File: src/rtl/uart_alu_sequencer.sv
// Command sequencer between the UART and the ALU: gathers operand A, operand B and
// opcode bytes, runs the ALU for one cycle and hands the result to the UART TX.
module uart_alu_sequencer #(
  parameter int NB_DATA    = 8,
  parameter int NB_OP      = 6,
  parameter int NB_TIMEOUT = 16,
  parameter int TIMEOUT    = 50000
) (
  input  logic               clk,
  input  logic               i_reset,
  input  logic [NB_DATA-1:0] i_rx_data,
  input  logic               i_rx_done,
  input  logic [NB_DATA-1:0] i_alu_result,
  input  logic               i_tx_done,
  output logic [NB_DATA-1:0] o_alu_a,
  output logic [NB_DATA-1:0] o_alu_b,
  output logic [NB_OP-1:0]   o_alu_op,
  output logic [NB_DATA-1:0] o_tx_data,
  output logic               o_tx_start,
  output logic               o_busy,
  output logic               o_timeout,
  output logic               o_overrun
);

  typedef enum logic [2:0] {
    WAIT_A,
    WAIT_B,
    WAIT_OP,
    EXEC,
    SEND,
    WAIT_TX
  } state_t;

  localparam logic [NB_TIMEOUT-1:0] TIMEOUT_LAST = NB_TIMEOUT'(TIMEOUT - 1);

  state_t                r_state;
  logic [NB_TIMEOUT-1:0] r_count;
  logic                  w_expired;

  assign w_expired = (r_count == TIMEOUT_LAST);

  // A received byte always wins over a timeout expiring on the same cycle.
  always_ff @(posedge clk) begin
    if (i_reset) begin
      r_state    <= WAIT_A;
      r_count    <= '0;
      o_alu_a    <= '0;
      o_alu_b    <= '0;
      o_alu_op   <= '0;
      o_tx_data  <= '0;
      o_tx_start <= 1'b0;
      o_busy     <= 1'b0;
      o_timeout  <= 1'b0;
      o_overrun  <= 1'b0;
    end else begin
      o_tx_start <= 1'b0;
      o_timeout  <= 1'b0;
      o_overrun  <= 1'b0;
      case (r_state)
        WAIT_A: begin
          if (i_rx_done) begin
            o_alu_a <= i_rx_data;
            r_count <= '0;
            r_state <= WAIT_B;
            o_busy  <= 1'b1;
          end
        end
        WAIT_B: begin
          if (i_rx_done) begin
            o_alu_b <= i_rx_data;
            r_count <= '0;
            r_state <= WAIT_OP;
          end else if (w_expired) begin
            o_timeout <= 1'b1;
            r_count   <= '0;
            r_state   <= WAIT_A;
            o_busy    <= 1'b0;
          end else begin
            r_count <= r_count + 1'b1;
          end
        end
        WAIT_OP: begin
          if (i_rx_done) begin
            o_alu_op <= i_rx_data[NB_OP-1:0];
            r_count  <= '0;
            r_state  <= EXEC;
          end else if (w_expired) begin
            o_timeout <= 1'b1;
            r_count   <= '0;
            r_state   <= WAIT_A;
            o_busy    <= 1'b0;
          end else begin
            r_count <= r_count + 1'b1;
          end
        end
        EXEC: begin
          o_tx_data  <= i_alu_result;
          o_tx_start <= 1'b1;
          o_overrun  <= i_rx_done;
          r_state    <= SEND;
        end
        SEND: begin
          o_overrun <= i_rx_done;
          r_state   <= WAIT_TX;
        end
        WAIT_TX: begin
          o_overrun <= i_rx_done;
          if (i_tx_done) begin
            r_state <= WAIT_A;
            o_busy  <= 1'b0;
          end
        end
        default: begin
          r_state <= WAIT_A;
          o_busy  <= 1'b0;
        end
      endcase
    end
  end

endmodule
File: config.mk
export PLATFORM = sky130hd
export DESIGN_NAME = uart_alu_sequencer
export DESIGN_NICKNAME = d
export VERILOG_FILES = /design/src/rtl/uart_alu_sequencer.sv
export SDC_FILE = /design/constraint.sdc
export NUM_CORES = 1
export LEC_CHECK = 0
export CAP_MARGIN = 15
export CORE_UTILIZATION = 44
export DETAILED_ROUTE_END_ITERATION = 12
export GPL_TIMING_DRIVEN = 1
export HOLD_SLACK_MARGIN = 0.02
export PLACE_DENSITY_LB_ADDON = 0.08
export SYNTH_ARGS = -nofsm -noshare
export SYNTH_HDL_FRONTEND = slang
export SYNTH_SLANG_ARGS = --single-unit
export TNS_END_PERCENT = 10
File: constraint.sdc
create_clock -name clk -period 1.8 [get_ports clk]
set_input_delay 0.45 -clock clk [delete_from_list [all_inputs] [get_ports clk]]
set_output_delay 0.45 -clock clk [all_outputs]
set_load 0.05 [all_outputs]
After elaboration in Yosys (flattened, before gate mapping)
Cells that the tools add are included.
{"block": "op_classes", "n_eq_ne": 10, "n_mux": 17, "n_reduce_logical": 13, "bitwise": 3, "n_addsub": 1}
{"cell": "16-bit two-way mux", "n": 3}
{"cell": "16-bit one-hot mux with 2 select lines", "n": 1}
{"cell": "3-bit one-hot mux with 6 select lines", "n": 1}
{"cell": "16-bit by 1-bit adder with 16-bit output, second input constant", "n": 1}
{"cell": "16-bit equality test, second input constant", "n": 1}
{"cell": "3-bit two-way mux", "n": 5}
{"cell": "2-bit AND reduction", "n": 5}
{"cell": "3-bit by 2-bit equality test with 1-bit output, second input constant", "n": 2}
{"cell": "3-bit equality test, second input constant", "n": 2}
{"cell": "1-bit two-way mux", "n": 6}
{"cell": "2-bit != test, second input constant", "n": 3}
{"cell": "2-bit OR reduction", "n": 3}
{"cell": "3-bit OR reduction", "n": 2}
{"cell": "5-bit AND reduction", "n": 1}
{"cell": "1-bit one-hot mux with 4 select lines", "n": 1}
{"cell": "3-bit by 1-bit equality test with 1-bit output, second input constant", "n": 1}
{"cell": "3-bit zero test", "n": 1}
{"cell": "1-bit NOT", "n": 3}
{"cell": "2-bit by 1-bit != test with 1-bit output, second input constant", "n": 1}
{"cell": "2-bit nonzero test", "n": 1}
{"block": "word_totals", "wordCells": 54, "input_bits": 20, "reg_bits": 53, "output_inout_bits": 34}

Logic depth before layout (Yosys ltp)
{"block": "depth", "depth_word": 4, "depth_mapped": 7, "ltp_nobuf": 5}

Worst setup path before layout
No wires, ideal clock.
{"block": "synth_timing", "path_kind": "input port to flip-flop", "from": "input i_rx_done", "to": "register o_alu_op[0]", "setup_time_ps": 128, "setup_slack_ps": 218, "n_path_buf": 2, "stages": 6, "t_arrival_ps": 1454, "path_cell_list": "clkbuf_1 nor2b_1 and2_1 buf_2 mux2i_1 nor2_1"}
{"block": "synth_via", "elab_chain_len": 1}
{"item": "from (decl)", "line": "12", "text": "input logic i_rx_done,"}
{"item": "2-bit AND reduction (no line)"}
{"item": "to (signal assigned)", "line": "84", "text": "o_alu_op <= i_rx_data[NB_OP-1:0];"}
{"item": "to (decl)", "line": "17", "text": "output logic [NB_OP-1:0] o_alu_op,"}
Every way passes these cells.
A chain may end at the register's enable or synchronous reset.

Worst setup path in the final report
{"block": "layout_timing", "from": "input i_rx_done", "to": "register r_count[7]"}
{"block": "layout_via", "elab_chain_len": 2, "elab_cells_between_ends": 4, "classes_between": "1 x eq/ne; 2 x mux; 1 x reduce/logical"}
{"item": "16-bit two-way mux or 2-bit != test (tied branches)"}
{"item": "16-bit one-hot mux with 2 select lines or 2-bit AND reduction (tied branches)"}
{"item": "to (signal assigned)", "line": "79", "text": "r_count <= r_count + 1'b1;"}
{"item": "to (signal assigned)", "line": "93", "text": "r_count <= r_count + 1'b1;"}
{"item": "to (decl)", "line": "37", "text": "logic [NB_TIMEOUT-1:0] r_count;"}
Several ways; a longest one is shown, not always the timed one.

==> impl_results.md <==
- Die area: 5420 µm²
- Floorplan Core Area: 4820 µm²
- CTS Root Cell: clkbuf_8
- Peak supply drop: 0.000629 V
- CP max-delay cell: clkdlybuf4s50_1
- CP Cell Sequence: clkdlybuf4s50_1, or3_1, nand4_2, buf_4, or3_1, a21oi_1
- Reg2reg path depth: 5
- Synth Register Bits: 53
- Mapped Nets: 288
- Leakage: 1.18 nW
- Total grt overflow: 0
- DRT iter0 DRCs: 77
- Final ANT Viol Nets: 0
- Drt wl/cell: 12.5 µm
- First-pass GRT wire length: 8470 µm
- CTS Buf Count: 5
- Placer Congestion: 0.811
- Vias: 2058
- Vias in the first global route: 1936
- Final Critical Period: 1.75 ns
- H-tree depth: 2
- Hold_ws: 0.461 ns
- Ratio of cells with drive above 1 in the final layout: 23.1%
- Post-route DRC violation count: 0
- Core Rows: 25
- I/O pins: 54
- CP Depth: 6
- Routed WL: 5100 µm
- Synthesis Warnings: 0
- Final Hold Fails: 0
- Setup TNS Final: 0 ns
- Pin count of the biggest net entering global routing: 20
- Pre-Repair DR Iteration Count: 4
- CP Capture Point: r_count[7]
- FF-to-FF Start: r_count[0]
- Setup crit end kind: flip-flop
- Reg clk slew, reported paths: 0.10 ns
- DPL Wire Length: 3750 µm
- CTS tree: done
- PD cells: 793 nW/µm²
- Crit Path Class: in2reg
- Hold Path Depth: 2
- Worst Tran Pin Value: 0.331 ns
- Worst path most repeated cell: or3_1
- Crit share post-route: 97.0%
- Die X: 73.6 µm
- Final design utilization: 62.6%
- Number of enable flip-flop cells after synthesis: 0
- Worst skew pair latency: 0.31 ns
- Syn avg cell area: 8.45 µm²
- Area of the multi-input gates: 1110 µm²
- Register area: 1060 µm²
- Clk_skew: 0.00388 ns
- Dpl cell area: 2920 µm²
- Setup Buffers After CTS: 0
- Yosys cell types: 40
- Drt via density: 5.03
- Final worst-path setup slack: 0.0538 ns
- Total track usage: 20.4%
- Status: finished, final reports clean
- Post-Layout Inst Area: 3020 µm²
- Initial antenna violation count: 0
- Fmax: 0.573 GHz
- Final net count: 362
- Max-slew violations: 0
- Power Total: 2.39 mW
- Slew HR: 77.9%
- Ys flop type: dfxtp_1
- Filler Cell Count: 452
- Crit Reg-Reg Endpoint: r_count[12]
- RSZ-0062 raised after global routing: true
- WP buf/inv: 2
- Hold Crit Class: reg2reg
- Seq/Total Area, Yosys: 47.0%
- Setup violations, final: 0
- Synth area leaders: dfxtp_1 47%, nand2_1 9.7%, a21oi_1 8.0%
- Synth Instances: 267
- Kind of cell adding the most delay to the critical path: buffers and inverters
- Place WS: -0.261 ns
- R2r setup slk: 0.12 ns
- FFs w/ async S/R, synth: 0%
- Non-Filler Instances: 409
- Starting Density: 46.8%
- Worst EP arrival: 1.99 ns
- Most common cell after layout, fill and taps aside: buf_4
- Die Span Y: 73.6 µm
- Most frequent cells in the layout: 64 x buf_4, 58 x nand2_1, 53 x dfxtp_1, 36 x a21oi_1, 19 x clkdlybuf4s50_1
- Area grow syn2layout: 33.8%
- Cell Area, Synth: 2260 µm²
- # port buffers: 53
- Crit path from: i_rx_done
- Number of instances in the placed design: 401
- Post-synth top area share: 47.0%
- Crit-path max cell delay: 0.49 ns
- Clock tree buffer depth: 2
- Critical-path maximum fanout: 6
- Max cap viols: 0
- Kind of start point of the critical path: primary input
- N_diodes: 0
- Cell taking the most area after synthesis: dfxtp_1
- WP data required: 2.05 ns
- Clock sink count: 53
-- registers in the layout, indices dropped and copies added (netlist names) --
name and flops:
r_count 16, o_alu_b 8, r_state 3, o_alu_a 8, o_alu_op 6, o_timeout 1, o_busy 1, o_tx_start 1
o_tx_data 8, o_overrun 1
-- where the power goes --
| group | switching [mW] | internal (mW) | leakage, nW |
|---|---|---|---|
| clock | 0.394 | 0.313 | 0.0512 |
| sequential | 0.0274 | 1.21 | 0.430 |
| combinational | 0.263 | 0.184 | 0.700 |
| total | 0.684 | 1.71 | 1.18 |
-- cells by family (layout without fill, tap and decap cells) --
logic type | count (synthesis) | count (layout) | synth area share (%)
xor gates and xnor gates | 8 | 8 | 3.11
DFF | 53 | 53 | 47.0
and+or+nand+nor | 129 | 129 | 28.5
buffers and inverters | 16 | 91 | 4.05
muxes | 7 | 7 | 3.11
adders and majority gates | 1 | 1 | 0.555
AOI/OAI and AO/OA | 53 | 53 | 13.6
-- how the worst min path moves through the flow --
stage,to,start
after floorplan,r_count[15],r_count[15]
after global placement,o_alu_a[3],o_alu_a[3]
after detailed placement,o_tx_data[6],o_tx_data[6]
after CTS,o_tx_data[6],o_tx_data[6]
after global routing,o_tx_data[0],o_tx_data[0]
final,o_alu_b[1],o_alu_b[1]
-- layer usage --
metal | up-vias | wire, µm | track usage [%]
li1 | 1066 | - | -
met1 | 937 | 2300 | 24.4
met2 | 46 | 2460 | 34.0
met3 | 9 | 219 | 4.25
met4 | 0 | 119 | 10.9
met5 | - | 0 | 0
-- cells in the mapped netlist (5+ instances only) --
cell type and count:
xor2_1 7, a21oi_1 36, nand4_1 8, mux2i_1 7, dfxtp_1 53, or4_1 5, nor2_1 17, o21ai_0 6
or3_1 7, nand2_1 58, clkbuf_1 8
-- layout make-up --
cell class	count	area share, %
Timing Repair Buffer	83	22.2
Multi-Input combinational cell	198	36.7
Tap cell	67	2.78
Clock inverter	2	0.456
Sequential cell	53	35.2
Clock buffer	6	2.74
-- worst reg2reg max path, cell delays in order (launching register included) --
cell and delay (ns):
dfxtp_1 0.40, ha_1 0.19, and4_1 0.23, nand4_1 0.20, or4_1 0.45, a21oi_1 0.16
-- repair_timing --
action / CTS / global route
hold buffers: 0 / 0
setup endpoints to repair: 0 / 6
gates resized for setup: 0 / 1
No activity file was read; power rests on OpenSTA's default activity.
==> RTL edit, RTL diff (config.mk and constraints unchanged) <==
Encoding of `state_t`: now Gray code (3 bits for 6 states).
--- a/src/rtl/uart_alu_sequencer.sv
+++ b/src/rtl/uart_alu_sequencer.sv
@@ -23,12 +23,12 @@
 );
 
   typedef enum logic [2:0] {
-    WAIT_A,
-    WAIT_B,
-    WAIT_OP,
-    EXEC,
-    SEND,
-    WAIT_TX
+    WAIT_A  = 3'b000,
+    WAIT_B  = 3'b001,
+    WAIT_OP = 3'b011,
+    EXEC    = 3'b010,
+    SEND    = 3'b110,
+    WAIT_TX = 3'b111
   } state_t;
 
   localparam logic [NB_TIMEOUT-1:0] TIMEOUT_LAST = NB_TIMEOUT'(TIMEOUT - 1);
Formal check against the unedited RTL: no difference found for any inputs over 10 cycles, from zero or initial values and one cycle with i_reset high; not proved beyond that.
==> RTL edit against the unedited design <==
- power up 5.9%
- global-route usage about the same
- critical endpoint is now r_count[11]
- final area up 0.62%
- sequential cell count unchanged
- routed wire length down 0.47%
- setup slack better by 0.057 ns
- synthesized cell count down 6.4%
- synthesized area up 0.67%
==> RTL edit: results (changes against the unedited design) <==
[grt]
grt_pass1_wl_mm = 8.57  ; +1.1%
track_usage_pct = 20.3  ; -0.035 points
grtUsageMet2_pct = 32.5  ; -1.5 points
met1_usage_pct = 28.1  ; +3.7 points
grt_pass1_vias = 1836  ; -5.2%
use_met3_pct = 3.43  ; -0.82 points
grt_max_degree = 33  ; +65%

[worst_setup_path]
ff2ff_path_depth = 6  ; +1
arrival_ns = 1.92  ; -0.07 ns
reg2reg_slack_ns = 0.18  ; +0.06 ns
rr_endpoint = r_count[10]
worstReg2RegStart = r_count[1]
crit_fanout = 8  ; +2

[clock_tree]
insertion_delay_ns = 0.30
cts_setup_buffers = 1  ; +1

[routing]
met3WireLength_um = 226  ; +3.2%
top_layer_used = met4
drt_iter0_drc = 73  ; -5.2%
dr_wl_met2_mm = 2.31  ; -5.9%
drt_wl_total_mm = 5.08  ; -0.47%
viasPerCell = 5.05  ; +0.33%
wl_met1_mm = 2.48  ; +7.6%

[finish]
largest-register = r_count
n_fill_cell = 435  ; -3.8%
stdcell_count = 392  ; -4.2%
drive_gt1_share_pct = 27.1  ; +4.0 points
final_area_sq_mm = 0.00304  ; +0.62%
fin_nets = 345  ; -4.7%

[synthesis]
yosysUniqueCellTypes = 48  ; +20%
ys_top_cells_by_count = dfxtp_1, nand2_1, a21oi_1, nor2_1, mux2i_1
synth_xor_xnor_area_share_pct = 2.31  ; -0.79 points
synth_mux_area_share_pct = 7.11  ; +4.0 points
yosysSeqAreaShare_pct = 46.7  ; -0.31 points
synthesis.nets = 271  ; -5.9%
syn_inst = 250  ; -6.4%
synth_compound_area_share_pct = 15.9  ; +2.3 points
ys_top_cells_by_area = dfxtp_1, mux2i_1, nand2_1, a21oi_1, nor2_1
synthAdderAreaFrac_pct = 0.551  ; -0.0037 points

[min_path]
holdCritStartpoint = o_alu_b[7]
hold_depth = 2  ; unchanged
min_to = o_alu_b[7]

[place]
dp_slack_ns = -0.334  ; -0.0729 ns
post-dp-hpwl_mm = 3.66  ; -2.4%
dp.cells = 383  ; -4.5%
place_area_sq_mm = 0.00292  ; about the same
routabilityCongestion = 0.798  ; -1.6%

[sta]
fin_worst_skew_ns = 0.00790  ; +0.00402 ns
worst_hold_slack_ns = 0.456  ; -0.00507 ns

[pwr]
power_leakage_uw = 0.00120  ; +2.1%
powerSeq_uw = 1260
total_switching_power_uw = 773  ; +13%
clkPwrFrac_pct = 27.5  ; -2.0 points
p_int_uw = 1760  ; +3.1%
ir_worst_vdd_uv = 452  ; -28%

[run_status]
outcome = finished clean

-- RTL edit: worst max-delay path: stages --
cell and delay [ns]:
clkdlybuf4s50_1 0.49, and2b_4 0.20, o2111ai_2 0.22, or3_1 0.42
a21oi_1 0.15
-- RTL edit: how the worst max path moves through the flow --
| stage | depth (start not counted) | end | start | slack [ns] |
|---|---|---|---|---|
| 2_1_floorplan | 6 | r_count[13] | r_count[0] | 0.21 |
| 3_3_place_gp | 5 | r_count[3] | i_rx_done | -0.27 |
| 3_5_place_dp | 5 | r_count[2] | i_rx_done | -0.33 |
| 4_1_cts | 6 | r_count[14] | r_count[1] | 0.11 |
| 5_1_grt | 6 | r_count[10] | i_rx_done | 0.009 |
| 6_report | 5 | r_count[11] | i_rx_done | 0.11 |
-- RTL edit: cell type report --
cell class	count	area share, %
Multi-Input combinational cell	180	36.9
Clock inverter	2	0.453
Inverter	5	0.618
Sequential cell	53	35.0
Tap cell	67	2.76
Timing Repair Buffer	79	21.5
Clock buffer	6	2.72
